$ cat src/rtl/uifdma_arb_pkg.sv
// Shared types and constants for the uifdma_arb round-robin FDMA arbiter.
package uifdma_arb_pkg;

  // Upper bound on the number of FDMA clients one arbiter can serve.
  localparam int unsigned MAX_CH = 4;

  typedef enum logic [1:0] {
    StIdle,
    StReq,
    StBusy,
    StDone
  } arb_state_e;

endpackage

$ cat src/rtl/uifdma_arb_ch.sv
// One arbitration channel: request edge capture, round-robin selection, command
// forwarding and data-handshake routing for a single FDMA direction.
// Optional macro UIFDMA_ARB_TIMEOUT_EN adds a REQ-state timeout and a sticky err flag.
module uifdma_arb_ch
  import uifdma_arb_pkg::*;
#(
  parameter int unsigned NUM_CH     = 2,
  parameter int unsigned ADDR_WIDTH = 32
`ifdef UIFDMA_ARB_TIMEOUT_EN
  ,
  parameter int unsigned TIMEOUT    = 1024
`endif
) (
  input  logic                         clk,
  input  logic                         rstn,
  input  logic [NUM_CH*ADDR_WIDTH-1:0] c_addr,
  input  logic [NUM_CH-1:0]            c_areq,
  input  logic [NUM_CH*16-1:0]         c_size,
  output logic [NUM_CH-1:0]            c_busy,
  input  logic [NUM_CH-1:0]            c_ready,
  output logic [NUM_CH-1:0]            c_valid,
  output logic [ADDR_WIDTH-1:0]        m_addr,
  output logic                         m_areq,
  output logic [15:0]                  m_size,
  output logic                         m_ready,
  input  logic                         m_busy,
  input  logic                         m_valid,
  output logic [1:0]                   grant
`ifdef UIFDMA_ARB_TIMEOUT_EN
  ,
  output logic                         err
`endif
);

  localparam int unsigned GrantW = $clog2(MAX_CH);

  arb_state_e              state_q;
  logic [NUM_CH-1:0]       areq_prev_q;
  logic [NUM_CH-1:0]       pend_q, pend_d;
  logic [GrantW-1:0]       ptr_q;
  logic [GrantW-1:0]       grant_q;
  logic [ADDR_WIDTH-1:0]   addr_q;
  logic [15:0]             size_q;
  logic                    areq_q;

  logic                    sel_found;
  logic [GrantW-1:0]       sel_idx;
  logic [ADDR_WIDTH-1:0]   sel_addr;
  logic [15:0]             sel_size;
  logic [NUM_CH-1:0]       req_edge;
  logic [NUM_CH-1:0]       pend_clr;
  logic                    active;

`ifdef UIFDMA_ARB_TIMEOUT_EN
  localparam int unsigned CntW = $clog2(TIMEOUT + 1);
  logic [CntW-1:0]         cnt_q;
  logic                    err_q;
`endif

  assign req_edge = c_areq & ~areq_prev_q;
  assign active   = (state_q != StIdle);

  // Pick the first pending client at or above ptr, wrapping to the lowest one.
  always_comb begin
    logic              found_hi;
    logic [GrantW-1:0] idx_hi;
    logic [GrantW-1:0] idx_lo;
    found_hi  = 1'b0;
    idx_hi    = '0;
    idx_lo    = '0;
    sel_found = 1'b0;
    for (int k = NUM_CH - 1; k >= 0; k--) begin
      if (pend_q[k]) begin
        sel_found = 1'b1;
        idx_lo    = GrantW'(k);
        if (GrantW'(k) >= ptr_q) begin
          found_hi = 1'b1;
          idx_hi   = GrantW'(k);
        end
      end
    end
    sel_idx = found_hi ? idx_hi : idx_lo;
  end

  // Command mux for the candidate and pending-bit update (a fresh edge beats the clear).
  always_comb begin
    sel_addr = '0;
    sel_size = '0;
    pend_clr = '0;
    for (int k = 0; k < NUM_CH; k++) begin
      if (sel_idx == GrantW'(k)) begin
        sel_addr = c_addr[k*ADDR_WIDTH +: ADDR_WIDTH];
        sel_size = c_size[k*16 +: 16];
        pend_clr[k] = (state_q == StIdle) && sel_found;
      end
    end
    pend_d = (pend_q & ~pend_clr) | req_edge;
  end

  // Arbitration FSM with registered command outputs.
  always_ff @(posedge clk or negedge rstn) begin
    if (!rstn) begin
      state_q     <= StIdle;
      areq_prev_q <= '0;
      pend_q      <= '0;
      ptr_q       <= '0;
      grant_q     <= '0;
      addr_q      <= '0;
      size_q      <= '0;
      areq_q      <= 1'b0;
`ifdef UIFDMA_ARB_TIMEOUT_EN
      cnt_q       <= '0;
      err_q       <= 1'b0;
`endif
    end else begin
      areq_prev_q <= c_areq;
      pend_q      <= pend_d;
      unique case (state_q)
        StIdle: begin
          if (sel_found) begin
            grant_q <= sel_idx;
            addr_q  <= sel_addr;
            size_q  <= sel_size;
            areq_q  <= 1'b1;
            state_q <= StReq;
`ifdef UIFDMA_ARB_TIMEOUT_EN
            cnt_q   <= '0;
`endif
          end
        end
        StReq: begin
          if (m_busy) begin
            areq_q  <= 1'b0;
            state_q <= StBusy;
`ifdef UIFDMA_ARB_TIMEOUT_EN
          end else if (cnt_q == CntW'(TIMEOUT - 1)) begin
            // Engine never answered: abandon this grant, the client must re-request.
            areq_q  <= 1'b0;
            err_q   <= 1'b1;
            state_q <= StDone;
          end else begin
            cnt_q   <= cnt_q + 1'b1;
`endif
          end
        end
        StBusy: begin
          if (!m_busy) begin
            state_q <= StDone;
          end
        end
        StDone: begin
          ptr_q   <= (grant_q == GrantW'(NUM_CH - 1)) ? '0 : grant_q + 1'b1;
          state_q <= StIdle;
        end
        default: state_q <= StIdle;
      endcase
    end
  end

  // Per-client busy/valid decode and ready mux for the granted client.
  always_comb begin
    c_busy  = '0;
    c_valid = '0;
    m_ready = 1'b0;
    for (int k = 0; k < NUM_CH; k++) begin
      if (grant_q == GrantW'(k)) begin
        c_busy[k]  = active;
        c_valid[k] = m_valid && (state_q == StBusy);
        m_ready    = c_ready[k];
      end
    end
  end

  assign m_addr = addr_q;
  assign m_size = size_q;
  assign m_areq = areq_q;
  assign grant  = 2'(grant_q);
`ifdef UIFDMA_ARB_TIMEOUT_EN
  assign err    = err_q;
`endif

endmodule

$ cat src/rtl/uifdma_arb.sv
// Round-robin arbiter sharing one FDMA engine (independent write and read channels)
// between up to four clients. Optional macro UIFDMA_ARB_TIMEOUT_EN enables the REQ
// timeout and the arb_err status port.
module uifdma_arb
  import uifdma_arb_pkg::*;
#(
  parameter int unsigned NUM_CH         = 2,
  parameter int unsigned AXI_ADDR_WIDTH = 32,
  parameter int unsigned AXI_DATA_WIDTH = 128,
  parameter int unsigned TIMEOUT        = 1024
) (
  input  logic                             ui_clk,
  input  logic                             ui_rstn,
  // Client write side
  input  logic [NUM_CH*AXI_ADDR_WIDTH-1:0] cw_waddr,
  input  logic [NUM_CH-1:0]                cw_wareq,
  input  logic [NUM_CH*16-1:0]             cw_wsize,
  output logic [NUM_CH-1:0]                cw_wbusy,
  input  logic [NUM_CH*AXI_DATA_WIDTH-1:0] cw_wdata,
  output logic [NUM_CH-1:0]                cw_wvalid,
  input  logic [NUM_CH-1:0]                cw_wready,
  // Client read side
  input  logic [NUM_CH*AXI_ADDR_WIDTH-1:0] cr_raddr,
  input  logic [NUM_CH-1:0]                cr_rareq,
  input  logic [NUM_CH*16-1:0]             cr_rsize,
  output logic [NUM_CH-1:0]                cr_rbusy,
  output logic [AXI_DATA_WIDTH-1:0]        cr_rdata,
  output logic [NUM_CH-1:0]                cr_rvalid,
  input  logic [NUM_CH-1:0]                cr_rready,
  // FDMA engine write side
  output logic [AXI_ADDR_WIDTH-1:0]        fdma_waddr,
  output logic                             fdma_wareq,
  output logic [15:0]                      fdma_wsize,
  input  logic                             fdma_wbusy,
  output logic [AXI_DATA_WIDTH-1:0]        fdma_wdata,
  input  logic                             fdma_wvalid,
  output logic                             fdma_wready,
  // FDMA engine read side
  output logic [AXI_ADDR_WIDTH-1:0]        fdma_raddr,
  output logic                             fdma_rareq,
  output logic [15:0]                      fdma_rsize,
  input  logic                             fdma_rbusy,
  input  logic [AXI_DATA_WIDTH-1:0]        fdma_rdata,
  input  logic                             fdma_rvalid,
  output logic                             fdma_rready,
  // Status
  output logic [1:0]                       wgrant,
  output logic [1:0]                       rgrant
`ifdef UIFDMA_ARB_TIMEOUT_EN
  ,
  output logic [1:0]                       arb_err
`endif
);

`ifdef UIFDMA_ARB_TIMEOUT_EN
  logic wr_err;
  logic rd_err;
  assign arb_err = {rd_err, wr_err};
`endif

  uifdma_arb_ch #(
    .NUM_CH     (NUM_CH),
    .ADDR_WIDTH (AXI_ADDR_WIDTH)
`ifdef UIFDMA_ARB_TIMEOUT_EN
    ,
    .TIMEOUT    (TIMEOUT)
`endif
  ) u_wr_ch (
    .clk     (ui_clk),
    .rstn    (ui_rstn),
    .c_addr  (cw_waddr),
    .c_areq  (cw_wareq),
    .c_size  (cw_wsize),
    .c_busy  (cw_wbusy),
    .c_ready (cw_wready),
    .c_valid (cw_wvalid),
    .m_addr  (fdma_waddr),
    .m_areq  (fdma_wareq),
    .m_size  (fdma_wsize),
    .m_ready (fdma_wready),
    .m_busy  (fdma_wbusy),
    .m_valid (fdma_wvalid),
    .grant   (wgrant)
`ifdef UIFDMA_ARB_TIMEOUT_EN
    ,
    .err     (wr_err)
`endif
  );

  uifdma_arb_ch #(
    .NUM_CH     (NUM_CH),
    .ADDR_WIDTH (AXI_ADDR_WIDTH)
`ifdef UIFDMA_ARB_TIMEOUT_EN
    ,
    .TIMEOUT    (TIMEOUT)
`endif
  ) u_rd_ch (
    .clk     (ui_clk),
    .rstn    (ui_rstn),
    .c_addr  (cr_raddr),
    .c_areq  (cr_rareq),
    .c_size  (cr_rsize),
    .c_busy  (cr_rbusy),
    .c_ready (cr_rready),
    .c_valid (cr_rvalid),
    .m_addr  (fdma_raddr),
    .m_areq  (fdma_rareq),
    .m_size  (fdma_rsize),
    .m_ready (fdma_rready),
    .m_busy  (fdma_rbusy),
    .m_valid (fdma_rvalid),
    .grant   (rgrant)
`ifdef UIFDMA_ARB_TIMEOUT_EN
    ,
    .err     (rd_err)
`endif
  );

  // Write data comes from the currently granted client.
  always_comb begin
    fdma_wdata = '0;
    for (int k = 0; k < NUM_CH; k++) begin
      if (wgrant == 2'(k)) begin
        fdma_wdata = cw_wdata[k*AXI_DATA_WIDTH +: AXI_DATA_WIDTH];
      end
    end
  end

  // Read data is broadcast; only rvalid is steered.
  assign cr_rdata = fdma_rdata;

endmodule
$ cat config.mk
export PLATFORM = sky130hd
export DESIGN_NAME = uifdma_arb
export DESIGN_NICKNAME = d
export VERILOG_FILES = /design/src/rtl/uifdma_arb_pkg.sv /design/src/rtl/uifdma_arb_ch.sv /design/src/rtl/uifdma_arb.sv
export SDC_FILE = /design/constraint.sdc
export NUM_CORES = 1
export LEC_CHECK = 0
export ABC_CLOCK_PERIOD_IN_PS = 1670
export BUFFER_PORTS_ARGS = -buffer_cell sky130_fd_sc_hd__buf_2
export CORE_AREA = 3 3 368 370
export CTS_CLUSTER_DIAMETER = 60
export DETAILED_ROUTE_END_ITERATION = 8
export DIE_AREA = 0 0 371 373
export SLEW_MARGIN = 20
export SYNTH_ARGS = -nofsm -noshare
export SYNTH_HDL_FRONTEND = slang
export SYNTH_HIERARCHICAL = 1
export SYNTH_SLANG_ARGS = --single-unit
$ cat constraint.sdc
create_clock -name ui_clk -period 1.67 [get_ports ui_clk]
set_input_delay 0.167 -clock ui_clk [delete_from_list [all_inputs] [get_ports ui_clk]]
set_output_delay 0.167 -clock ui_clk [all_outputs]
set_load 0.01 [all_outputs]
==> impl_metrics.tcl <==
set metrics [dict create \
    period_needed_ps 2165 \
    critPathKind "flip-flop to primary output" \
    netlist_area_sq_um 8280 \
    grt_max_degree 130 \
    crit_top_cell "buf_12" \
    portBuffers 699 \
    layout_common_cells "buf_2, dlygate4sd3_1, dfrtp_1" \
    vias 10800 \
    wl_per_cell_microns 25.68 \
    peakVddDrop_mv 1.041 \
    synth_area_leader_cell "dfrtp_1" \
    clk_latency_ps 500 \
    synth_fp_nets 1436 \
    rsz0062_at_grt "true" \
    cpMaxStageDelayCell "dfrtp_4" \
    drc 0 \
    vias_per_cell 3.148 \
    synthCells 836 \
    die_h_microns 373 \
    ys_ff_latch 114 \
    dieArea_sq_um 138400 \
    final_antenna_net_count 0 \
    cp_max_fo 6 \
    cts_num_sinks 114 \
    grt_pass1_vias 11278 \
    worst-path-buf-inv 4 \
    cts_tree "built" \
    fmax_mhz 461.9 \
    rrSetupSlack_ps -10 \
    outcome "complete, but fails checks" \
    slowest_delay_ps 510 \
    violations "setup timing" \
    dp_hpwl_microns 71700 \
    hold_path.class "input pin to asynchronous set/reset pin" \
    coreArea_sq_um 133000 \
    finalMaxSlewViolations 0 \
    ys_seq_area_frac 0.3445 \
    clock_skew_ps 26.35 \
    arrival_ps 2000 \
    firstDrtPassIters 7 \
    seqCellArea_sq_um 2858 \
    finalWirelength_microns 88110 \
    drive_gt1_frac 0.5515 \
    grt_usage 0.1214 \
    grt.overflow.total 0 \
    grt_pass1_wl_microns 109600 \
    io_pins 958 \
    num_rows 134 \
    finalWorstSetupSlack_ps -494.8 \
    path_cells "buf_12, buf_6, buf_12, mux2i_1, nor2_1, buf_4" \
    yosys.cell_types.count 26 \
    post-place-cells 3154 \
    startpoint_type "flip-flop" \
    hold_violations 0 \
    end_kind "primary output" \
    post-route-period-util 1.296 \
    multi_input_area_sq_um 4503 \
    clkTransAtPathRegs_ps 70 \
    postLayoutCoreUtil 0.1309 \
    start_util 0.06228 \
    cts-htree-levels 4 \
    final_cells 3431 \
    place.gp.congestion 0.8850 \
    p_per_area_nw_per_um2 1646 \
    clockBufferDepth 2 \
    antenna_found_initial 45 \
    finalSetupViolCount 138 \
    area_growth_pct 110.1 \
    die_w_microns 371 \
    synthTopCellsByArea "dfrtp_1, mux2i_1, a32o_1" \
    avgSynthCellArea_sq_um 9.905 \
    yosysWarnings 6 \
    final_net_count 2238 \
    critPathRequiredTime_ps 1500 \
    maxCapViolCount 0 \
    p_leak_nw 8.369 \
    cp_top_family "buffers and inverters" \
    cts_root_buf "clkbuf_16" \
    cts_buffers 17 \
    final_common_cell "buf_2" \
    first_iter_violations 610 \
    fillers 14965 \
    synth.top_cell.area_share 0.3445 \
]
==> state kept, by name, indices dropped and copies added (netlist names) <==
name                 count
u_rd_ch/m_areq           1
u_wr_ch/m_addr          32
u_rd_ch/grant            1
u_wr_ch/ptr_q            1
u_rd_ch/m_addr          32
u_wr_ch/state_q          2
u_wr_ch/areq_prev_q      2
u_wr_ch/m_size          16
u_rd_ch/ptr_q            1
u_wr_ch/grant            1
u_rd_ch/pend_q           2
u_wr_ch/m_areq           1
u_rd_ch/m_size          16
u_rd_ch/state_q          2
u_wr_ch/pend_q           2
u_rd_ch/areq_prev_q      2
==> Yosys cell counts <==
master	instances
ha_1	10
buf_12	13
buf_2	13
a21o_1	100
o32a_1	2
inv_1	16
a21oi_1	6
nor2_1	134
o211a_1	4
mux2_4	2
conb_1	2
dfrtp_1	114
buf_4	130
and2_1	2
buf_6	1
clkbuf_1	41
mux2_2	2
o21ai_0	2
and3_1	2
nand2_1	6
nor2b_1	2
a32o_1	98
o21ai_1	2
or3b_1	2
mux2i_1	128
o22ai_1	2
==> final timing paths <==
path / start / end / cells past startpoint
setup / recovery: u_wr_ch/grant[0]$_DFFE_PN0N_ / fdma_wdata[3] / 6
hold / removal: ui_rstn / u_wr_ch/m_addr[25]$_DFFE_PN0N_ / 2
setup reg to reg: u_wr_ch/state_q[0]$_DFFE_PN0P_ / u_wr_ch/m_addr[17]$_DFFE_PN0N_ / 6
hold reg to reg: u_rd_ch/areq_prev_q[1]$_DFF_PN0_ / u_rd_ch/pend_q[1]$_DFF_PN0_ / 1
max in group asynchronous: ui_rstn / u_rd_ch/grant[0]$_DFFE_PN0N_ / 3
min in group ui_clk: cw_waddr[17] / u_wr_ch/m_addr[17]$_DFFE_PN0N_ / 3
==> power breakdown <==
group | internal [mW] | switching [mW]
registers | 4.14 | 1.02
clock network | 2.25 | 1.93
logic | 8.97 | 10.3
total | 15.4 | 13.3
==> area by class of cell <==
| type | instances | area share |
|---|---|---|
| multi-input cells | 508 | 0.2588 |
| inverters | 16 | 0.003452 |
| repair buffers | 981 | 0.4107 |
| diodes | 13 | 0.001870 |
| flip-flops and latches | 114 | 0.1642 |
| well taps | 1768 | 0.1271 |
| clock inverters | 13 | 0.008557 |
| clock buffers | 18 | 0.02524 |
==> timing repair <==
item,4_1_cts,5_1_grt
setup buffers,23,9
gates resized for setup,207,29
setup endpoints to repair,141,140
pin swaps,19,20
hold buffers,198,0
endpoints found under the hold margin,220,0
cloned,5,2
==> per-layer routing <==
layer / up-vias / global-route usage / part of all wire
li1: 4522 / - / -
met1: 5161 / 0.1283 / 0.37
met2: 964 / 0.2012 / 0.47
met3: 137 / 0.05940 / 0.12
met4: 16 / 0.05749 / 0.047
met5: - / 0 / 0.0011
==> per-stage QoR <==
step           setup slack [ps]  power, mW  hold slack (ps)  setup TNS [ps]  instance area [sq um]
6_report                 -494.8      28.64            158.5          -50010                  17400
5_1_grt                  -556.5      30.13            98.51          -60720                  17390
4_1_cts                  -534.2      28.40            48.41          -57960                  17110
3_5_place_dp             -470.8      21.04            96.50           -2417                  13420
2_1_floorplan             22.15      13.48           -128.6               0                   8285
3_3_place_gp             -467.8      20.82            101.8           -2304                  13420
==> cell families after synthesis <==
| kind of cell | share of synthesized area |
|---|---|
| AOI/OAI and AO/OA | 0.2239 |
| buffers and inverters | 0.1843 |
| and+or+nand+nor | 0.07011 |
| muxes | 0.1611 |
| DFF | 0.3445 |
| adders and majority gates | 0.01511 |
| other | 0.0009070 |
Power figures use the tool's default switching activity.
